$ cat src/rtl/wb_stage_if.sv
// Writeback-stage bus: MEM/WB capture inputs plus register-file write and status outputs.
// master = upstream pipeline / bench side, slave = wb_stage.
interface wb_stage_if #(
    parameter int unsigned REG_AW = 5,
    parameter int unsigned DW     = 32
);
    logic              i_stall;
    logic              i_flush;
    logic              i_valid;
    logic [DW-1:0]     i_pc;
    logic [DW-1:0]     i_alu_data;
    logic [DW-1:0]     i_ld_data;
    logic [2:0]        i_ld_type;
    logic [1:0]        i_wb_sel;
    logic              i_rd_wren;
    logic [REG_AW-1:0] i_rd_addr;

    logic              o_rd_wren;
    logic [REG_AW-1:0] o_rd_addr;
    logic [DW-1:0]     o_rd_data;
    logic              o_valid;
    logic [31:0]       o_retire_cnt;
    logic              o_ld_misalign;

    modport master (
        output i_stall, i_flush, i_valid, i_pc, i_alu_data, i_ld_data,
               i_ld_type, i_wb_sel, i_rd_wren, i_rd_addr,
        input  o_rd_wren, o_rd_addr, o_rd_data, o_valid, o_retire_cnt, o_ld_misalign
    );

    modport slave (
        input  i_stall, i_flush, i_valid, i_pc, i_alu_data, i_ld_data,
               i_ld_type, i_wb_sel, i_rd_wren, i_rd_addr,
        output o_rd_wren, o_rd_addr, o_rd_data, o_valid, o_retire_cnt, o_ld_misalign
    );
endinterface

$ cat src/rtl/wb_stage.sv
// MEM/WB pipeline register with load extraction, writeback mux and retire counter.
// Define WB_LD_MISALIGN_CHK_EN to flag misaligned loads and suppress their write.
module wb_stage #(
    parameter int unsigned REG_AW = 5,
    parameter int unsigned DW     = 32
) (
    input logic        i_clk,
    input logic        i_rst,
    wb_stage_if.slave  bus
);
    localparam logic [2:0] LdLb  = 3'b000;
    localparam logic [2:0] LdLh  = 3'b001;
    localparam logic [2:0] LdLbu = 3'b100;
    localparam logic [2:0] LdLhu = 3'b101;

    logic              valid_q;
    logic [DW-1:0]     pc_q;
    logic [DW-1:0]     alu_q;
    logic [DW-1:0]     ld_q;
    logic [2:0]        ld_type_q;
    logic [1:0]        wb_sel_q;
    logic              rd_wren_q;
    logic [REG_AW-1:0] rd_addr_q;
    logic [31:0]       retire_cnt_q;

    logic [7:0]        byte_v;
    logic [15:0]       half_v;
    logic [DW-1:0]     ld_ext;
    logic              misalign;

    // Flush wins over stall; the bubble keeps the other fields, only valid drops.
    always_ff @(posedge i_clk or posedge i_rst) begin
        if (i_rst) begin
            valid_q      <= 1'b0;
            pc_q         <= '0;
            alu_q        <= '0;
            ld_q         <= '0;
            ld_type_q    <= '0;
            wb_sel_q     <= '0;
            rd_wren_q    <= 1'b0;
            rd_addr_q    <= '0;
            retire_cnt_q <= '0;
        end else if (bus.i_flush) begin
            valid_q <= 1'b0;
        end else if (!bus.i_stall) begin
            valid_q      <= bus.i_valid;
            pc_q         <= bus.i_pc;
            alu_q        <= bus.i_alu_data;
            ld_q         <= bus.i_ld_data;
            ld_type_q    <= bus.i_ld_type;
            wb_sel_q     <= bus.i_wb_sel;
            rd_wren_q    <= bus.i_rd_wren;
            rd_addr_q    <= bus.i_rd_addr;
            if (bus.i_valid) retire_cnt_q <= retire_cnt_q + 32'd1;
        end
    end

    always_comb begin
        byte_v = ld_q[7:0];
        case (alu_q[1:0])
            2'd1:    byte_v = ld_q[15:8];
            2'd2:    byte_v = ld_q[23:16];
            2'd3:    byte_v = ld_q[31:24];
            default: byte_v = ld_q[7:0];
        endcase
        half_v = alu_q[1] ? ld_q[31:16] : ld_q[15:0];

        ld_ext = ld_q;
        case (ld_type_q)
            LdLb:    ld_ext = {{(DW-8){byte_v[7]}}, byte_v};
            LdLh:    ld_ext = {{(DW-16){half_v[15]}}, half_v};
            LdLbu:   ld_ext = {{(DW-8){1'b0}}, byte_v};
            LdLhu:   ld_ext = {{(DW-16){1'b0}}, half_v};
            default: ld_ext = ld_q;
        endcase
    end

`ifdef WB_LD_MISALIGN_CHK_EN
    logic is_half;
    logic is_word;

    always_comb begin
        is_half  = (ld_type_q == LdLh) || (ld_type_q == LdLhu);
        // Unlisted type codes behave as LW, so they get the word alignment rule.
        is_word  = !(is_half || (ld_type_q == LdLb) || (ld_type_q == LdLbu));
        misalign = valid_q && (wb_sel_q == 2'b01) &&
                   ((is_half && alu_q[0]) || (is_word && (alu_q[1:0] != 2'b00)));
    end
`else
    assign misalign = 1'b0;
`endif

    always_comb begin
        bus.o_rd_data = '0;
        case (wb_sel_q)
            2'b00:   bus.o_rd_data = alu_q;
            2'b01:   bus.o_rd_data = ld_ext;
            2'b10:   bus.o_rd_data = pc_q + DW'(4);
            default: bus.o_rd_data = '0;
        endcase
    end

    assign bus.o_rd_wren     = valid_q && rd_wren_q && (rd_addr_q != '0) && !misalign;
    assign bus.o_rd_addr     = rd_addr_q;
    assign bus.o_valid       = valid_q;
    assign bus.o_retire_cnt  = retire_cnt_q;
    assign bus.o_ld_misalign = misalign;
endmodule

$ cat src/flat_wrapper.sv
// flat-port wrapper written by rule: the top's interface ports become plain ports
module wb_stage_flat 
#(
    parameter int unsigned REG_AW = 5,
    parameter int unsigned DW     = 32
)
  (i_clk, i_rst, bus_i_stall, bus_i_flush, bus_i_valid, bus_i_pc, bus_i_alu_data, bus_i_ld_data, bus_i_ld_type, bus_i_wb_sel, bus_i_rd_wren, bus_i_rd_addr, bus_o_rd_wren, bus_o_rd_addr, bus_o_rd_data, bus_o_valid, bus_o_retire_cnt, bus_o_ld_misalign);
  wb_stage_if #(.REG_AW(REG_AW), .DW(DW)) bus_i ();
  input logic i_clk;
  input logic i_rst;
  input wire logic [$bits(bus_i.i_stall)-1:0] bus_i_stall;
  input wire logic [$bits(bus_i.i_flush)-1:0] bus_i_flush;
  input wire logic [$bits(bus_i.i_valid)-1:0] bus_i_valid;
  input wire logic [$bits(bus_i.i_pc)-1:0] bus_i_pc;
  input wire logic [$bits(bus_i.i_alu_data)-1:0] bus_i_alu_data;
  input wire logic [$bits(bus_i.i_ld_data)-1:0] bus_i_ld_data;
  input wire logic [$bits(bus_i.i_ld_type)-1:0] bus_i_ld_type;
  input wire logic [$bits(bus_i.i_wb_sel)-1:0] bus_i_wb_sel;
  input wire logic [$bits(bus_i.i_rd_wren)-1:0] bus_i_rd_wren;
  input wire logic [$bits(bus_i.i_rd_addr)-1:0] bus_i_rd_addr;
  output wire logic [$bits(bus_i.o_rd_wren)-1:0] bus_o_rd_wren;
  output wire logic [$bits(bus_i.o_rd_addr)-1:0] bus_o_rd_addr;
  output wire logic [$bits(bus_i.o_rd_data)-1:0] bus_o_rd_data;
  output wire logic [$bits(bus_i.o_valid)-1:0] bus_o_valid;
  output wire logic [$bits(bus_i.o_retire_cnt)-1:0] bus_o_retire_cnt;
  output wire logic [$bits(bus_i.o_ld_misalign)-1:0] bus_o_ld_misalign;
  assign bus_i.i_stall = bus_i_stall;
  assign bus_i.i_flush = bus_i_flush;
  assign bus_i.i_valid = bus_i_valid;
  assign bus_i.i_pc = bus_i_pc;
  assign bus_i.i_alu_data = bus_i_alu_data;
  assign bus_i.i_ld_data = bus_i_ld_data;
  assign bus_i.i_ld_type = bus_i_ld_type;
  assign bus_i.i_wb_sel = bus_i_wb_sel;
  assign bus_i.i_rd_wren = bus_i_rd_wren;
  assign bus_i.i_rd_addr = bus_i_rd_addr;
  assign bus_o_rd_wren = bus_i.o_rd_wren;
  assign bus_o_rd_addr = bus_i.o_rd_addr;
  assign bus_o_rd_data = bus_i.o_rd_data;
  assign bus_o_valid = bus_i.o_valid;
  assign bus_o_retire_cnt = bus_i.o_retire_cnt;
  assign bus_o_ld_misalign = bus_i.o_ld_misalign;
  wb_stage #(.REG_AW(REG_AW), .DW(DW)) u_core (.i_clk(i_clk), .i_rst(i_rst), .bus(bus_i));
endmodule
$ cat config.mk
export PLATFORM = sky130hd
export DESIGN_NAME = wb_stage_flat
export DESIGN_NICKNAME = d
export VERILOG_FILES = /design/src/rtl/wb_stage_if.sv /design/src/rtl/wb_stage.sv /design/src/flat_wrapper.sv
export SDC_FILE = /design/constraint.sdc
export NUM_CORES = 1
export LEC_CHECK = 0
export CAP_MARGIN = 10
export CORE_MARGIN = 1.5
export CORE_UTILIZATION = 45
export CTS_CLUSTER_SIZE = 25
export DETAILED_ROUTE_END_ITERATION = 7
export HOLD_SLACK_MARGIN = 0.06
export PLACE_DENSITY_LB_ADDON = 0.3
export SYNTH_ARGS = -nofsm -noshare
export SYNTH_HDL_FRONTEND = slang
export SYNTH_SLANG_ARGS = --single-unit
$ cat constraint.sdc
create_clock -name i_clk -period 4.7 [get_ports i_clk]
set_input_delay 0.94 -clock i_clk [delete_from_list [all_inputs] [get_ports i_clk]]
set_output_delay 0.94 -clock i_clk [all_outputs]
set_load 0.05 [all_outputs]
==> flow_summary_export.csv, run 1 <==
group,metric,value,unit
status,outcome,"completed",
synthesis,syn_area_per_cell,10.9,sq um
power,cellPowerDensity,421,nW/um^2
clocking,postCtsHoldBufs,0,
setup_path,crit_required,3.76,ns
sta,worstMarginPinSlew,0.767,ns
clocking,postCtsSetupRepairBufs,0,
clocking,path_clk_slew,0.06,ns
finish,antennaDiodeCount,0,
setup_path,r2r-start,"u_core.bus.o_retire_cnt[4]",
clocking,clockRootBuffer,"clkbuf_16",
worst_hold_path,min_from,"u_core.bus.o_retire_cnt[31]",
synthesis,synth_cells,664,
setup_path,crit_type,"reg -> out",
floorplan,core_area,15800,sq um
routing,drc_errors,0,
routing,routedWlPerCell,18.8,um
synthesis,netlist_area,7270,sq um
setup_path,crit_start,"u_core.pc_q[2]",
synthesis,synth-async-reset-ratio,1.00,
floorplan,die_y,130,um
clocking,cts.repair.resized,0,
sta,tns,0,ns
synthesis,synth-compound-area-share,0.0921,
routing,drtPass1Iterations,5,
finish,mostFrequentLayoutCell,"clkdlybuf4s50_1",
synthesis,synth_cell_types,59,
power,ir_drop,303,uV
sta,fin_crit_sh,0.925,
sta,skew,0.00321,ns
routing,viasPerCell,5.55,
clocking,insertion_delay,0.42,ns
global_routing,grt_pass1_vias,5946,
clocking,cts_buffers,17,
sta,finalHoldViolCount,0,
floorplan,die_x,130,um
clocking,cts-htree-levels,4,
synthesis,ys.flop_type,"dfrtp_1",
global_routing,grt_max_degree,85,
finish,layout_common_cells,"180 x clkdlybuf4s50_1, 140 x dfrtp_1, 99 x mux2_2, 65 x nand2_1",
floorplan,start_util,0.459,
clocking,clock_sinks,140,
floorplan,die-area,16900,sq um
routing,vias,5920,
synthesis,synth_top_family_by_area,"multiplexers",
synthesis,ys_seq_elements,140,
floorplan,io_pins,184,
setup_path,cp_slowest_cell,"clkdlybuf4s50_1",
sta,max_slew_margin,0.487,
placement,hpwl,14.7,mm
setup_path,worstPathArrival,3.41,ns
routing,ant_nets,0,
synthesis,seq_area_frac_synth,0.482,
synthesis,synthAdderAreaFrac,0.00344,
finish,nets,951,
worst_hold_path,hold_path_class,"reg -> reg",
run,maxCapViolations,0,
routing,wirelength,20.1,mm
finish,register_area,3500,sq um
sta,fin_crit,4.35,ns
global_routing,grt_util_all_layers,0.241,
finish,fin_util,0.623,
finish,multi_input_area,3530,sq um
floorplan,fp-row-count,46,
sta,hold_slack,0.486,ns
power,p_leak,3.98,nW
placement,port_buffers,182,
routing,first_iter_violations,407,
synthesis,synthMuxAreaShare,0.169,
finish,synthToLayoutAreaGrowth,35.7,%
synthesis,synth_fp_nets,778,
sta,maxSlewViolCount,0,
finish,final_layout_size_suffix_gt1_frac,0.189,
synthesis,synth_xor_area_frac,0.0675,
clocking,cts_buffer_depth,2,
setup_path,cpLargestDelayFamily,"simple AND/OR/NAND/NOR gates",
sta,finalSetupViolCount,0,
setup_path,critPathMaxFanout,7,
placement,gp_congestion,0.877,
clocking,cts_tree,"yes",
synthesis,synth_edf_count,0,
synthesis,ys_warn_count,0,
setup_path,critical_path.endpoint_type,"primary output",
global_routing,grt_pass1_wl,30.9,mm
global_routing,grt-ovfl-total,0,
sta,timing.fmax,230,MHz
setup_path,slowest_delay,0.85,ns
finish,fillers,1272,
setup_path,cp_cell_sequence,"ha_1 > nand2_1 > nor2_1 > nand4_1 > xor2_1 > o221ai_1 > clkdlybuf4s50_1",
global_routing,antenna_found_initial,0,
setup_path,path_buf_inv,1,
sta,rsz0062_at_grt,"no",
synthesis,yosys.area_share.simple,0.152,
setup_path,start_kind,"flip-flop",
## Yosys cell counts, drive strengths merged, types with 8 or more instances
| cell type | n | area share |
|---|---|---|
| dfrtp | 140 | 0.48 |
| mux2 | 99 | 0.15 |
| nand2 | 65 | 0.034 |
| o21ai | 31 | 0.021 |
| xnor2 | 31 | 0.037 |
| clkbuf | 29 | 0.015 |
| nor2 | 26 | 0.014 |
| xor2 | 25 | 0.030 |
| a21oi | 24 | 0.017 |
| nand3 | 23 | 0.017 |
| nand4 | 18 | 0.018 |
| o221ai | 18 | 0.023 |
| inv | 17 | 0.0088 |
| nor2b | 14 | 0.012 |
| nor3 | 14 | 0.011 |
| mux2i | 9 | 0.012 |
| a221o | 8 | 0.011 |
| and4 | 8 | 0.0098 |
## worst paths after layout
path | endpoint | slack [ns] | depth (start not counted)
worst max-delay path | bus_o_rd_data[24] | 0.35 | 7
worst min-delay path | u_core.bus.o_retire_cnt[31] | 0.49 | 1
worst max register to register | u_core.bus.o_retire_cnt[29] | 2.56 | 5
worst min register to register | u_core.bus.o_retire_cnt[31] | 0.49 | 1
max in group asynchronous | u_core.bus.o_valid | 2.74 | 3
min in group asynchronous | u_core.pc_q[28] | 1.03 | 2
## sequential cells by signal (all words and copies together), names as in the netlist
name and count:
u_core.pc_q 32, u_core.bus.o_retire_cnt 32, u_core.alu_q 32, u_core.ld_q 32, u_core.rd_wren_q 1, u_core.bus.o_valid 1, u_core.ld_type_q 3, u_core.wb_sel_q 2
u_core.bus.o_rd_addr 5
## per-layer routing
metal	global-route usage	up-vias	part of all wire
li1	-	2750	-
met1	0.316	2893	0.42
met2	0.393	249	0.48
met3	0.0595	28	0.073
met4	0.0824	0	0.020
met5	0	-	0
## report_power, final
group / switching [mW] / internal (mW) / leakage [nW]
Clock: 0.540 / 0.805 / 0.288
Sequential: 0.171 / 1.36 / 1.71
Combinational: 0.752 / 0.522 / 1.98
## layout make-up
cell class / instances / area share
multi-input cells: 470 / 0.358
flip-flops and latches: 140 / 0.355
repair buffers: 191 / 0.192
clock buffers: 18 / 0.0445
well taps: 216 / 0.0274
clock inverters: 14 / 0.0161
inverters: 17 / 0.00697
## per-stage QoR
step	power [mW]	cell area [sq um]	worst slack, ns	cells
finish	4.15	9870	0.354	1066
CTS	4.17	9870	0.400	1066
detailed placement	2.81	9270	0.884	1034
global placement	2.78	9270	0.988	1034
floorplan	2.35	7270	0.00713	664
global route	4.33	9870	0.155	1066
## worst register-to-register path, cell delays in order (launching register included)
cell,delay [ns]
dfrtp_1,0.44
and4_1,0.26
nand3_1,0.26
nor4_1,0.71
nand3_1,0.18
xnor2_1,0.17
## cells by family after synthesis
family	Yosys count
buffers and inverters	54
AOI/OAI and AO/OA	100
other	1
xor gates and xnor gates	56
adders and majority gates	2
and+or+nand+nor	202
muxes	109
DFF	140
No activity file was read; power rests on OpenSTA's default activity.
==> run 2: changes to the inputs <==
--- a/config.mk
+++ b/config.mk
@@ -7,11 +7,12 @@
 export LEC_CHECK = 0
 export CAP_MARGIN = 10
 export CORE_MARGIN = 1.5
-export CORE_UTILIZATION = 45
+export CORE_UTILIZATION = 50
 export CTS_CLUSTER_SIZE = 25
 export DETAILED_ROUTE_END_ITERATION = 7
 export HOLD_SLACK_MARGIN = 0.06
 export PLACE_DENSITY_LB_ADDON = 0.3
+export SKIP_LAST_GASP = 1
 export SYNTH_ARGS = -nofsm -noshare
 export SYNTH_HDL_FRONTEND = slang
 export SYNTH_SLANG_ARGS = --single-unit
==> constraint.sdc (replaced) <==
create_clock -name i_clk -period 4.83 [get_ports i_clk]
set_input_delay 0.966 -clock i_clk [delete_from_list [all_inputs] [get_ports i_clk]]
set_output_delay 0.966 -clock i_clk [all_outputs]
set_load 0.05 [all_outputs]
==> flow_summary_export.csv, run 2 (synthesized netlist as in run 1, its figures left out) <==
group,metric,value,unit
status,outcome,"completed",
finish,multi_input_area,3530,sq um
routing,routedWlPerCell,19.7,um
clocking,cts.repair.resized,0,
clocking,postCtsSetupRepairBufs,0,
sta,rsz0062_at_grt,"no",
sta,worstMarginPinSlew,0.935,ns
sta,fin_crit,4.36,ns
global_routing,grt-ovfl-total,0,
clocking,path_clk_slew,0.06,ns
global_routing,antenna_found_initial,0,
clocking,postCtsHoldBufs,0,
setup_path,slowest_delay,0.82,ns
sta,hold_slack,0.477,ns
sta,finalSetupViolCount,0,
sta,fin_crit_sh,0.903,
floorplan,die_y,124,um
placement,hpwl,14.7,mm
floorplan,core_area,14000,sq um
routing,ant_nets,0,
setup_path,reg2reg_setup_slack,2.51,ns
finish,register_area,3500,sq um
run,maxCapViolations,0,
finish,antennaDiodeCount,0,
finish,final_layout_size_suffix_gt1_frac,0.187,
floorplan,die-area,15300,sq um
power,cellPowerDensity,405,nW/um^2
sta,skew,0.00871,ns
placement,gp_congestion,0.867,
finish,mostFrequentLayoutCell,"clkdlybuf4s50_1",
global_routing,grt_pass1_wl,31.1,mm
finish,final_area,9800,sq um
floorplan,io_pins,184,
floorplan,start_util,0.518,
routing,wirelength,20.3,mm
clocking,cts_buffers,17,
finish,layout_common_cells,"182 x clkdlybuf4s50_1, 140 x dfrtp_1, 99 x mux2_2, 65 x nand2_1",
setup_path,crit_type,"reg -> out",
sta,finalHoldViolCount,0,
global_routing,grt_max_degree,93,
placement,place_area,9240,sq um
sta,maxSlewViolCount,0,
clocking,cts_tree,"yes",
floorplan,fp-row-count,43,
clocking,cts-htree-levels,4,
placement,post-place-ws,0.947,ns
routing,drc_errors,0,
placement,port_buffers,182,
setup_path,path_buf_inv,1,
power,p_leak,3.96,nW
sta,timing.fmax,229,MHz
sta,tns,0,ns
routing,vias,6017,
setup_path,worstPathArrival,3.39,ns
routing,viasPerCell,5.84,
setup_path,crit_required,3.86,ns
routing,first_iter_violations,379,
clocking,cts_buffer_depth,2,
clocking,clockRootBuffer,"clkbuf_16",
global_routing,grt_util_all_layers,0.273,
setup_path,critical_path.endpoint_type,"primary output",
routing,drtPass1Iterations,5,
clocking,insertion_delay,0.43,ns
finish,nets,951,
setup_path,start_kind,"flip-flop",
finish,synthToLayoutAreaGrowth,34.8,%
worst_hold_path,hold_path_class,"reg -> reg",
power,ir_drop,255,uV
setup_path,cpLargestDelayFamily,"simple AND/OR/NAND/NOR gates",
sta,layout_setup_ws,0.471,ns
sta,max_slew_margin,0.371,
clocking,clock_sinks,140,
floorplan,die_x,124,um
setup_path,cp_slowest_cell,"or4_1",
finish,fillers,1025,
global_routing,grt_pass1_vias,5805,
setup_path,critPathMaxFanout,17,
setup_path,cp_cell_sequence,"nand2_1 > or4_1 > o21a_1 > nand3_1 > clkdlybuf4s50_1",
==> run 2: changes by cell type in the layout (fill, tap and decap cells not counted) <==
cell and change:
buf_4 -3, inv_8 +3, bufinv_16 -2, clkdlybuf4s50_1 +2
buf_12 +1, clkbuf_8 -1, clkinvlp_4 +1, inv_6 -1
==> run 2: worst register-to-register path, stage by stage (launching register included) <==
cell and delay, ns:
dfrtp_1 0.45, and4_1 0.24, nand3_1 0.25, nor4_1 0.88
nand4_1 0.22, xnor2_1 0.17
==> run 2: final timing paths <==
kind,startpoint,end,cells after the start
min,u_core.bus.o_retire_cnt[31],u_core.bus.o_retire_cnt[31],1
max in group asynchronous,i_rst,u_core.bus.o_retire_cnt[5],3
max,u_core.wb_sel_q[0],bus_o_rd_data[31],5
min in group asynchronous,i_rst,u_core.pc_q[27],2
min reg2reg,u_core.bus.o_retire_cnt[31],u_core.bus.o_retire_cnt[31],1
max reg2reg,u_core.bus.o_retire_cnt[4],u_core.bus.o_retire_cnt[27],5
==> run 2: layout make-up <==
| cell class | instances | area share |
|---|---|---|
| Multi-Input combinational cell | 470 | 0.360 |
| Sequential cell | 140 | 0.358 |
| Clock buffer | 17 | 0.0434 |
| Inverter | 17 | 0.00702 |
| Clock inverter | 15 | 0.0134 |
| Timing Repair Buffer | 191 | 0.195 |
| Tap cell | 180 | 0.0230 |
==> run 2: metrics by stage <==
stage	std cells	utilization	total power, mW
after floorplan	664	-	2.29
after global placement	998	0.658	2.72
after detailed placement	998	0.658	2.75
after CTS	1030	0.698	3.98
after global routing	1030	0.698	4.13
final	1030	0.698	3.97
==> run 2: where the power goes <==
group / internal [mW] / leakage [nW] / switching [mW]
clock network: 0.674 / 0.267 / 0.556
registers: 1.32 / 1.71 / 0.185
logic: 0.510 / 1.98 / 0.724
==> run 2: per-layer routing <==
metal	global-route usage	vias up	wire [um]	share of wire
li1	-	2742	-	-
met1	0.380	2995	8830	0.43
met2	0.430	259	9730	0.48
met3	0.0655	21	1500	0.074
met4	0.0761	0	264	0.013
met5	0	-	0	0
==> run 3: changes to the inputs <==
--- a/config.mk
+++ b/config.mk
@@ -8,6 +8,8 @@
 export CAP_MARGIN = 10
 export CORE_MARGIN = 1.5
 export CORE_UTILIZATION = 50
+export CTS_BUF_LIST = sky130_fd_sc_hd__clkbuf_4 sky130_fd_sc_hd__clkbuf_8
+export CTS_CLUSTER_DIAMETER = 100
 export CTS_CLUSTER_SIZE = 25
 export DETAILED_ROUTE_END_ITERATION = 7
 export HOLD_SLACK_MARGIN = 0.06
==> flow_summary_export.csv, run 3 (synthesized netlist as in run 1, its figures left out) <==
group,metric,value,unit
sta,timing.fmax,228,MHz
sta,maxSlewViolCount,0,
sta,fin_crit_sh,0.908,
sta,tns,0,ns
setup_path,worstPathArrival,3.42,ns
routing,drtPass1Iterations,4,
placement,gp_congestion,0.867,
routing,routedWlPerCell,19.4,um
global_routing,grt_util_all_layers,0.269,
sta,max_slew_margin,0.366,
clocking,clock_sinks,140,
sta,hold_slack,0.480,ns
power,seqPwrFrac,0.415,
floorplan,die_x,124,um
setup_path,start_kind,"flip-flop",
clocking,postCtsHoldBufs,0,
routing,ant_nets,0,
routing,vias,5921,
clocking,path_clk_slew,0.09,ns
setup_path,critPathMaxFanout,7,
floorplan,io_pins,184,
floorplan,core_area,14000,sq um
clocking,insertion_delay,0.45,ns
power,p_leak,3.87,nW
setup_path,critical_path.endpoint_type,"primary output",
floorplan,fp-row-count,43,
global_routing,grt_pass1_vias,5774,
floorplan,start_util,0.518,
sta,skew,0.0115,ns
routing,first_iter_violations,499,
finish,antennaDiodeCount,0,
run,maxCapViolations,0,
clocking,cts_buffers,17,
power,ir_drop,278,uV
global_routing,grt_max_degree,93,
finish,synthToLayoutAreaGrowth,32.2,%
clocking,cts_buffer_depth,2,
sta,worstMarginPinSlew,0.942,ns
placement,port_buffers,182,
power,p_int,2.20,mW
placement,hpwl,14.7,mm
sta,fin_crit,4.39,ns
sta,finalHoldViolCount,0,
global_routing,antenna_found_initial,0,
clocking,clockRootBuffer,"clkbuf_8",
clocking,postCtsSetupRepairBufs,0,
status,outcome,"completed",
clocking,cts.repair.resized,0,
power,p_sw,1.41,mW
routing,wirelength,20.0,mm
routing,viasPerCell,5.75,
sta,rsz0062_at_grt,"no",
finish,nets,951,
sta,finalSetupViolCount,0,
power,cellPowerDensity,376,nW/um^2
global_routing,grt-ovfl-total,0,
setup_path,crit_required,3.86,ns
finish,mostFrequentLayoutCell,"clkdlybuf4s50_1",
floorplan,die_y,124,um
setup_path,crit_type,"reg -> out",
power,power_frac_clock,0.244,
finish,final_layout_size_suffix_gt1_frac,0.187,
floorplan,die-area,15300,sq um
routing,drc_errors,0,
power,p_total,3.62,mW
finish,layout_common_cells,"182 x clkdlybuf4s50_1, 140 x dfrtp_1, 99 x mux2_2, 65 x nand2_1",
power,comb_power_share,0.341,
worst_hold_path,hold_path_class,"reg -> reg",
power,switching_share,0.391,
clocking,cts_tree,"yes",
clocking,cts-htree-levels,4,
global_routing,grt_pass1_wl,30.7,mm
## run 3: cell counts in the layout (fill, tap and decap cells not counted)
Identical to the previous run, type by type.
## run 3: power groups by stage
stage	sequential [mW]	clock, mW	combinational (mW)
floorplan	1.53	0	0.754
global placement	1.51	0	1.21
detailed placement	1.52	0	1.23
CTS	1.50	0.896	1.23
global route	1.52	0.945	1.31
finish	1.50	0.882	1.23
## run 3: final timing paths
| kind | depth (start not counted) | slack, ns | to | start |
|---|---|---|---|---|
| setup / recovery | 7 | 0.44 | bus_o_rd_data[16] | u_core.pc_q[2] |
| hold / removal | 1 | 0.48 | u_core.bus.o_retire_cnt[31] | u_core.bus.o_retire_cnt[31] |
| setup reg to reg | 5 | 2.49 | u_core.bus.o_retire_cnt[27] | u_core.bus.o_retire_cnt[4] |
| hold reg to reg | 1 | 0.48 | u_core.bus.o_retire_cnt[31] | u_core.bus.o_retire_cnt[31] |
| max in group asynchronous | 3 | 2.85 | u_core.bus.o_retire_cnt[5] | i_rst |
| min in group asynchronous | 2 | 1.04 | u_core.pc_q[27] | i_rst |
## run 3: cell type report
cell class | count | area [sq um]
Sequential cell | 140 | 3500
Tap cell | 180 | 225
Timing Repair Buffer | 191 | 1910
Fill cell | 1049 | 4440
Multi-Input combinational cell | 470 | 3530
Inverter | 17 | 68.8
Clock inverter | 15 | 131
Clock buffer | 17 | 234
## run 3: metrics by stage
stage	instances	util	instance area [sq um]	setup slack [ns]
finish	1030	0.684	9610	0.442
global route	1030	0.684	9610	0.268
CTS	1030	0.684	9610	0.443
detailed placement	998	0.658	9240	0.947
global placement	998	0.658	9240	1.01
floorplan	664	-	7270	0.111
## run 3: critical path: stages (launching register included)
cell and delay, ns:
dfrtp_1 0.44, ha_1 0.43, nand2_1 0.16, nor2_1 0.48
nand3_1 0.17, xor2_1 0.17, o21ai_0 0.25, clkdlybuf4s50_1 0.86
## run 3: metal layers
metal / track usage / part of all wire
met1: 0.375 / 0.44
met2: 0.422 / 0.48
met5: 0 / 0
met3: 0.0586 / 0.072
met4: 0.0855 / 0.014
